**src/rtl/nd_intr_pkg.sv**
```systemverilog
// Shared types and constants for the NORD-10/S interrupt level control.
package nd_intr_pkg;

  localparam int LEV_W    = 4;
  localparam int NLEV     = 16;
  localparam int EXT_BASE = 10;

  typedef enum logic [1:0] {
    IDLE   = 2'd0,
    REQ    = 2'd1,
    SETTLE = 2'd2
  } lvl_state_e;

endpackage

```
**src/rtl/intr_level_ctl_prio_enc16.sv**
```systemverilog
// 16-input priority encoder: index of the highest set bit plus a valid flag.
module prio_enc16
  import nd_intr_pkg::*;
(
  input  logic [NLEV-1:0]  i_vec,
  output logic [LEV_W-1:0] o_idx,
  output logic             o_valid
);

  always_comb begin
    o_idx = '0;
    for (int i = 0; i < NLEV; i++) begin
      if (i_vec[i]) o_idx = LEV_W'(i);
    end
  end

  assign o_valid = |i_vec;

endmodule

```
**src/rtl/intr_level_ctl.sv**
```systemverilog
// Interrupt level control: PIE/PID/PIL/IONI registers, level arbitration and
// the LVREQ/LVACK level-change handshake with the microsequencer.
module intr_level_ctl
  import nd_intr_pkg::*;
#(
  parameter int EXT_BASE_P  = EXT_BASE,
  parameter int SYNC_STAGES = 2
) (
  input  logic        clk,
  input  logic        MCL,
  input  logic [15:0] BUS,
  input  logic        PIE_WR,
  input  logic        PID_WR,
  input  logic        SWSET,
  input  logic [3:0]  SWLEV,
  input  logic [3:0]  EXTINT,
  input  logic        ION,
  input  logic        IOF,
  input  logic        PIL_WR,
  input  logic [3:0]  PIL_IN,
  input  logic        LVACK,
  output logic [3:0]  PIL,
  output logic [15:0] PIE,
  output logic [15:0] PID,
  output logic        IONI,
  output logic        LVREQ,
  output logic [3:0]  NEWLEV,
  output logic [1:0]  o_dbg_state
);

  // Handshake: LVREQ is held with NEWLEV stable until either LVACK is seen
  // (the level is taken, PIL<=NEWLEV) or the request is withdrawn by the
  // controller; LVACK is only meaningful in a cycle where LVREQ=1.

  lvl_state_e               r_state;
  logic [SYNC_STAGES-1:0][3:0] r_ext_sync;
  logic [3:0]               r_ext_prev;

  logic [3:0]  w_ext_rise;
  logic [15:0] w_set_mask;
  logic [15:0] w_pid_next;
  logic [15:0] w_pend;
  logic [3:0]  w_h;
  logic        w_hv;
  logic        w_fire;
  logic        w_withdraw;

  assign w_ext_rise = r_ext_sync[SYNC_STAGES-1] & ~r_ext_prev;
  assign w_set_mask = (SWSET ? (16'h0001 << SWLEV) : 16'h0000)
                    | (16'(w_ext_rise) << EXT_BASE_P);
  // A set always beats a simultaneous software clear.
  assign w_pid_next = (PID_WR ? BUS : PID) | w_set_mask;

  assign w_pend = PIE & PID;

  prio_enc16 u_prio (
    .i_vec   (w_pend),
    .o_idx   (w_h),
    .o_valid (w_hv)
  );

  assign w_fire     = IONI & w_hv & (w_h > PIL);
  assign w_withdraw = ~IONI | ~w_pend[NEWLEV] | (NEWLEV <= PIL);

  assign o_dbg_state = r_state;

  always_ff @(posedge clk or posedge MCL) begin
    if (MCL) begin
      r_ext_sync <= '0;
      r_ext_prev <= '0;
    end else begin
      r_ext_sync[0] <= EXTINT;
      for (int s = 1; s < SYNC_STAGES; s++) begin
        r_ext_sync[s] <= r_ext_sync[s-1];
      end
      r_ext_prev <= r_ext_sync[SYNC_STAGES-1];
    end
  end

  always_ff @(posedge clk or posedge MCL) begin
    if (MCL) begin
      PIE  <= '0;
      PID  <= '0;
      IONI <= 1'b0;
    end else begin
      if (PIE_WR) PIE <= BUS;
      PID <= w_pid_next;
      if (IOF)      IONI <= 1'b0;
      else if (ION) IONI <= 1'b1;
    end
  end

  always_ff @(posedge clk or posedge MCL) begin
    if (MCL) begin
      r_state <= IDLE;
      PIL     <= '0;
      LVREQ   <= 1'b0;
      NEWLEV  <= '0;
    end else begin
      case (r_state)
        IDLE: begin
          if (PIL_WR) PIL <= PIL_IN;
          if (w_fire) begin
            r_state <= REQ;
            NEWLEV  <= w_h;
            LVREQ   <= 1'b1;
          end
        end
        REQ: begin
          if (LVACK) begin
            PIL     <= NEWLEV;
            LVREQ   <= 1'b0;
            r_state <= SETTLE;
          end else begin
            if (PIL_WR) PIL <= PIL_IN;
            if (w_withdraw) begin
              LVREQ   <= 1'b0;
              r_state <= IDLE;
            end
          end
        end
        // PIL held for one cycle so the downstream level latch sees it stable.
        SETTLE: begin
          r_state <= IDLE;
        end
        default: begin
          r_state <= IDLE;
          LVREQ   <= 1'b0;
        end
      endcase
    end
  end

endmodule

```
**config.mk**
```make
export PLATFORM = sky130hd
export DESIGN_NAME = intr_level_ctl
export DESIGN_NICKNAME = d
export VERILOG_FILES = /design/src/rtl/nd_intr_pkg.sv /design/src/rtl/intr_level_ctl_prio_enc16.sv /design/src/rtl/intr_level_ctl.sv
export SDC_FILE = /design/constraint.sdc
export NUM_CORES = 1
export LEC_CHECK = 0
export ABC_CLOCK_PERIOD_IN_PS = 3110
export BUFFER_PORTS_ARGS = -buffer_cell sky130_fd_sc_hd__buf_2
export CAP_MARGIN = 20
export CELL_PAD_IN_SITES_DETAIL_PLACEMENT = 0
export CELL_PAD_IN_SITES_GLOBAL_PLACEMENT = 2
export CORE_MARGIN = 1.5
export CORE_UTILIZATION = 33
export DETAILED_ROUTE_END_ITERATION = 10
export GPL_TIMING_DRIVEN = 0
export HOLD_SLACK_MARGIN = 0.08
export PLACE_DENSITY = 0.87
export SETUP_SLACK_MARGIN = 0.1
export SYNTH_ARGS = -nofsm -noshare
export SYNTH_HDL_FRONTEND = slang
export SYNTH_SLANG_ARGS = --single-unit
```
**constraint.sdc**
```tcl
create_clock -name clk -period 3.11 [get_ports clk]
set_input_delay 0.311 -clock clk [delete_from_list [all_inputs] [get_ports clk]]
set_output_delay 0.311 -clock clk [all_outputs]
set_load 0.01 [all_outputs]
```
==> results_dict.tcl <==
set metrics [dict create \
    drv_slew 0 \
    syn_inst 231 \
    synth_top_area_share_pct 51.0 \
    worstPathMaxFanout 6 \
    ys_seq_elements 56 \
    fin_skew_ps 9.31 \
    antenna_found_initial 0 \
    cts.sinks 56 \
    n_antenna_cell 0 \
    finalPower_w 0.00215 \
    final_util_pct 42.2 \
    cts_setup_buffers 0 \
    ir_worst_vdd_uv 258 \
    nets 366 \
    async_flop_share_pct 100 \
    rrSetupSlack_ps 520 \
    synth-main-ff-cell "dfrtp_1" \
    setup_viol 0 \
    htree_levels 2 \
    critical_path_class "reg -> reg" \
    p_per_area_nw_per_um2 626 \
    yosys_warnings 0 \
    grt_start_max_net_pins 30 \
    area_growth_pct 24.8 \
    first_pass_iters 4 \
    period_needed_ps 2590 \
    tns_ps 0 \
    routed_wl_mm 6.98 \
    clkTransAtPathRegs_ps 100 \
    grt_pass1_vias 2187 \
    cts_made_buffers 5 \
    critPathLaunch "PIE[6]$_DFFE_PP0P_" \
    die_h_um 94.3 \
    grt_remaining_overflow 0 \
    drtIter0Drc 79 \
    hold_violations 0 \
    postLayoutCellArea_um2 3430 \
    r2r_cells 9 \
    synth-seq-area-share_pct 51.0 \
    clk_path_buf_depth 2 \
    status "complete, no violations" \
    cts_tree "done" \
    grt_pass1_wl_mm 11.3 \
    hp-class "in -> reg" \
    max_freq_mhz 387 \
    vias 2181 \
    cp-end-kind "register" \
    start_kind "register" \
    fp.dieW_um 94.3 \
    reg2reg_to "NEWLEV[3]$_DFFE_PP0P_" \
    row_count 33 \
    rsz0062_at_grt "no" \
    synth_area_leader_cell "dfrtp_1" \
    io_buffers 78 \
    cp_data_required_time_ps 3310 \
    cap_viol_max_count 0 \
    power.leakage_nw 1.60 \
    dieArea_um2 8890 \
    avgSynthCellArea_um2 11.9 \
    drtAntennaViolNets 0 \
    routed_via_density 5.11 \
    synth_nets 276 \
    worstMarginPinSlew_ps 597 \
    yosysMostFrequentCell "dfrtp_1" \
    final_cell_count_no_fill 427 \
    post_drt_wl_per_cell_um 16.3 \
    drc_errors 0 \
    clkLatencyLatePin_ps 320 \
    root_buffer "clkbuf_8" \
    r2r_start "PIE[6]$_DFFE_PP0P_" \
    ys_types 49 \
    critical_path.endpoint "NEWLEV[3]$_DFFE_PP0P_" \
    io_pins 81 \
    track_usage_pct 16.6 \
    placed_cells 415 \
    synth_commonest_cells "dfrtp_1, nand2_1, mux2_2, mux2i_1, o21ai_0" \
    placed_area_um2 3290 \
    hpwl_mm 5.41 \
    drive_above_1_share_pct 37.3 \
    maxSlewHeadroom_pct 60.2 \
    critPathArrivalTime_ps 2790 \
    coreArea_um2 8130 \
    initial_core_util_pct 33.8 \
    min_period_over_period_pct 83.2 \
    synthTopCellsByArea "dfrtp_1, mux2_2, mux2i_1, ha_1, o21ai_0" \
    place_congestion 0.796 \
    syn_area_um2 2750 \
    synth-edff-count 0 \
]
[sequential cells by signal, summed over array words and instances (netlist names)]
signal,flops
IONI,1
LVREQ,1
NEWLEV,4
PID,16
PIE,16
PIL,4
o_dbg_state,2
r_ext_prev,4
r_ext_sync,8
[cell usage in the layout, fill, tap and decap left out, types with 5 or more instances in the layout]
master	instances
mux2_2	17
mux2i_1	17
inv_1	10
nand3_1	5
a22oi_1	8
buf_2	81
o21ai_0	15
o22a_1	5
clkbuf_8	6
ha_1	8
nand2_1	18
a21oi_1	6
dfrtp_1	56
[cells by family (layout without fill, tap and decap cells)]
family,Yosys count,after routing,share of synthesized area [%]
AOI/OAI and AO/OA,57,57,14.8
adders and majority gates,8,8,3.64
buffers and inverters,17,108,2.73
DFF,56,56,51.0
muxes,39,39,16.0
and+or+nand+nor,54,54,11.8
[final cells by class]
type | count | area (um^2)
Fill cell | 799 | 4700
Sequential cell | 56 | 1400
Multi-Input combinational cell | 158 | 1270
Timing Repair Buffer | 83 | 450
Tap cell | 105 | 131
Clock buffer | 6 | 82.6
Inverter | 12 | 45.0
Buffer | 5 | 30.0
Clock inverter | 2 | 17.5
[worst max-delay path: stages (launching register included)]
cell,delay (ps)
dfrtp_1,440
and2_1,180
o2111ai_1,190
a31oi_1,80
a221oi_1,340
nor2_1,90
ha_1,300
a311oi_2,360
nand3_4,160
mux2_1,340
[through the flow]
step,hold WS (ps),setup slack (ps)
after floorplan,331,784
after global placement,332,586
after detailed placement,335,532
after CTS,83.1,515
after global routing,92.0,327
final,107,523
[routing by layer]
| metal | part of all wire (%) | GRT usage (%) | up-vias | routed length, um |
|---|---|---|---|---|
| met2 | 47 | 26.9 | 67 | 3310 |
| met4 | 1.0 | 3.73 | 0 | 71 |
| li1 | - | - | 1050 | - |
| met1 | 46 | 23.1 | 1057 | 3240 |
| met3 | 5.0 | 2.91 | 7 | 352 |
| met5 | 0 | 0 | - | 0 |
[worst min-delay path by stage]
stage                       startpoint                      end  slack [ps]  cells past startpoint
2_1_floorplan  r_ext_sync[0]$_DFF_PP0_  r_ext_sync[4]$_DFF_PP0_         330                      0
3_3_place_gp   r_ext_sync[1]$_DFF_PP0_  r_ext_sync[5]$_DFF_PP0_         330                      0
3_5_place_dp   r_ext_sync[0]$_DFF_PP0_  r_ext_sync[4]$_DFF_PP0_         330                      0
4_1_cts                      EXTINT[1]  r_ext_sync[1]$_DFF_PP0_          80                      1
5_1_grt                      EXTINT[3]  r_ext_sync[3]$_DFF_PP0_          90                      1
6_report                     EXTINT[3]  r_ext_sync[3]$_DFF_PP0_         110                      1
[what timing repair did]
action | in CTS | in global routing
hold buffers | 1 | 3
hold endpoints to repair | 27 | 3
resized for setup | 0 | 0
[power breakdown]
group	switching, W	total (W)	internal (W)
Clock	0.000255	0.000442	0.000187
Sequential	0.000150	0.000987	0.000837
Combinational	0.000371	0.000720	0.000349
Total	0.000776	0.00215	0.00137
Power figures use the tool's default switching activity.
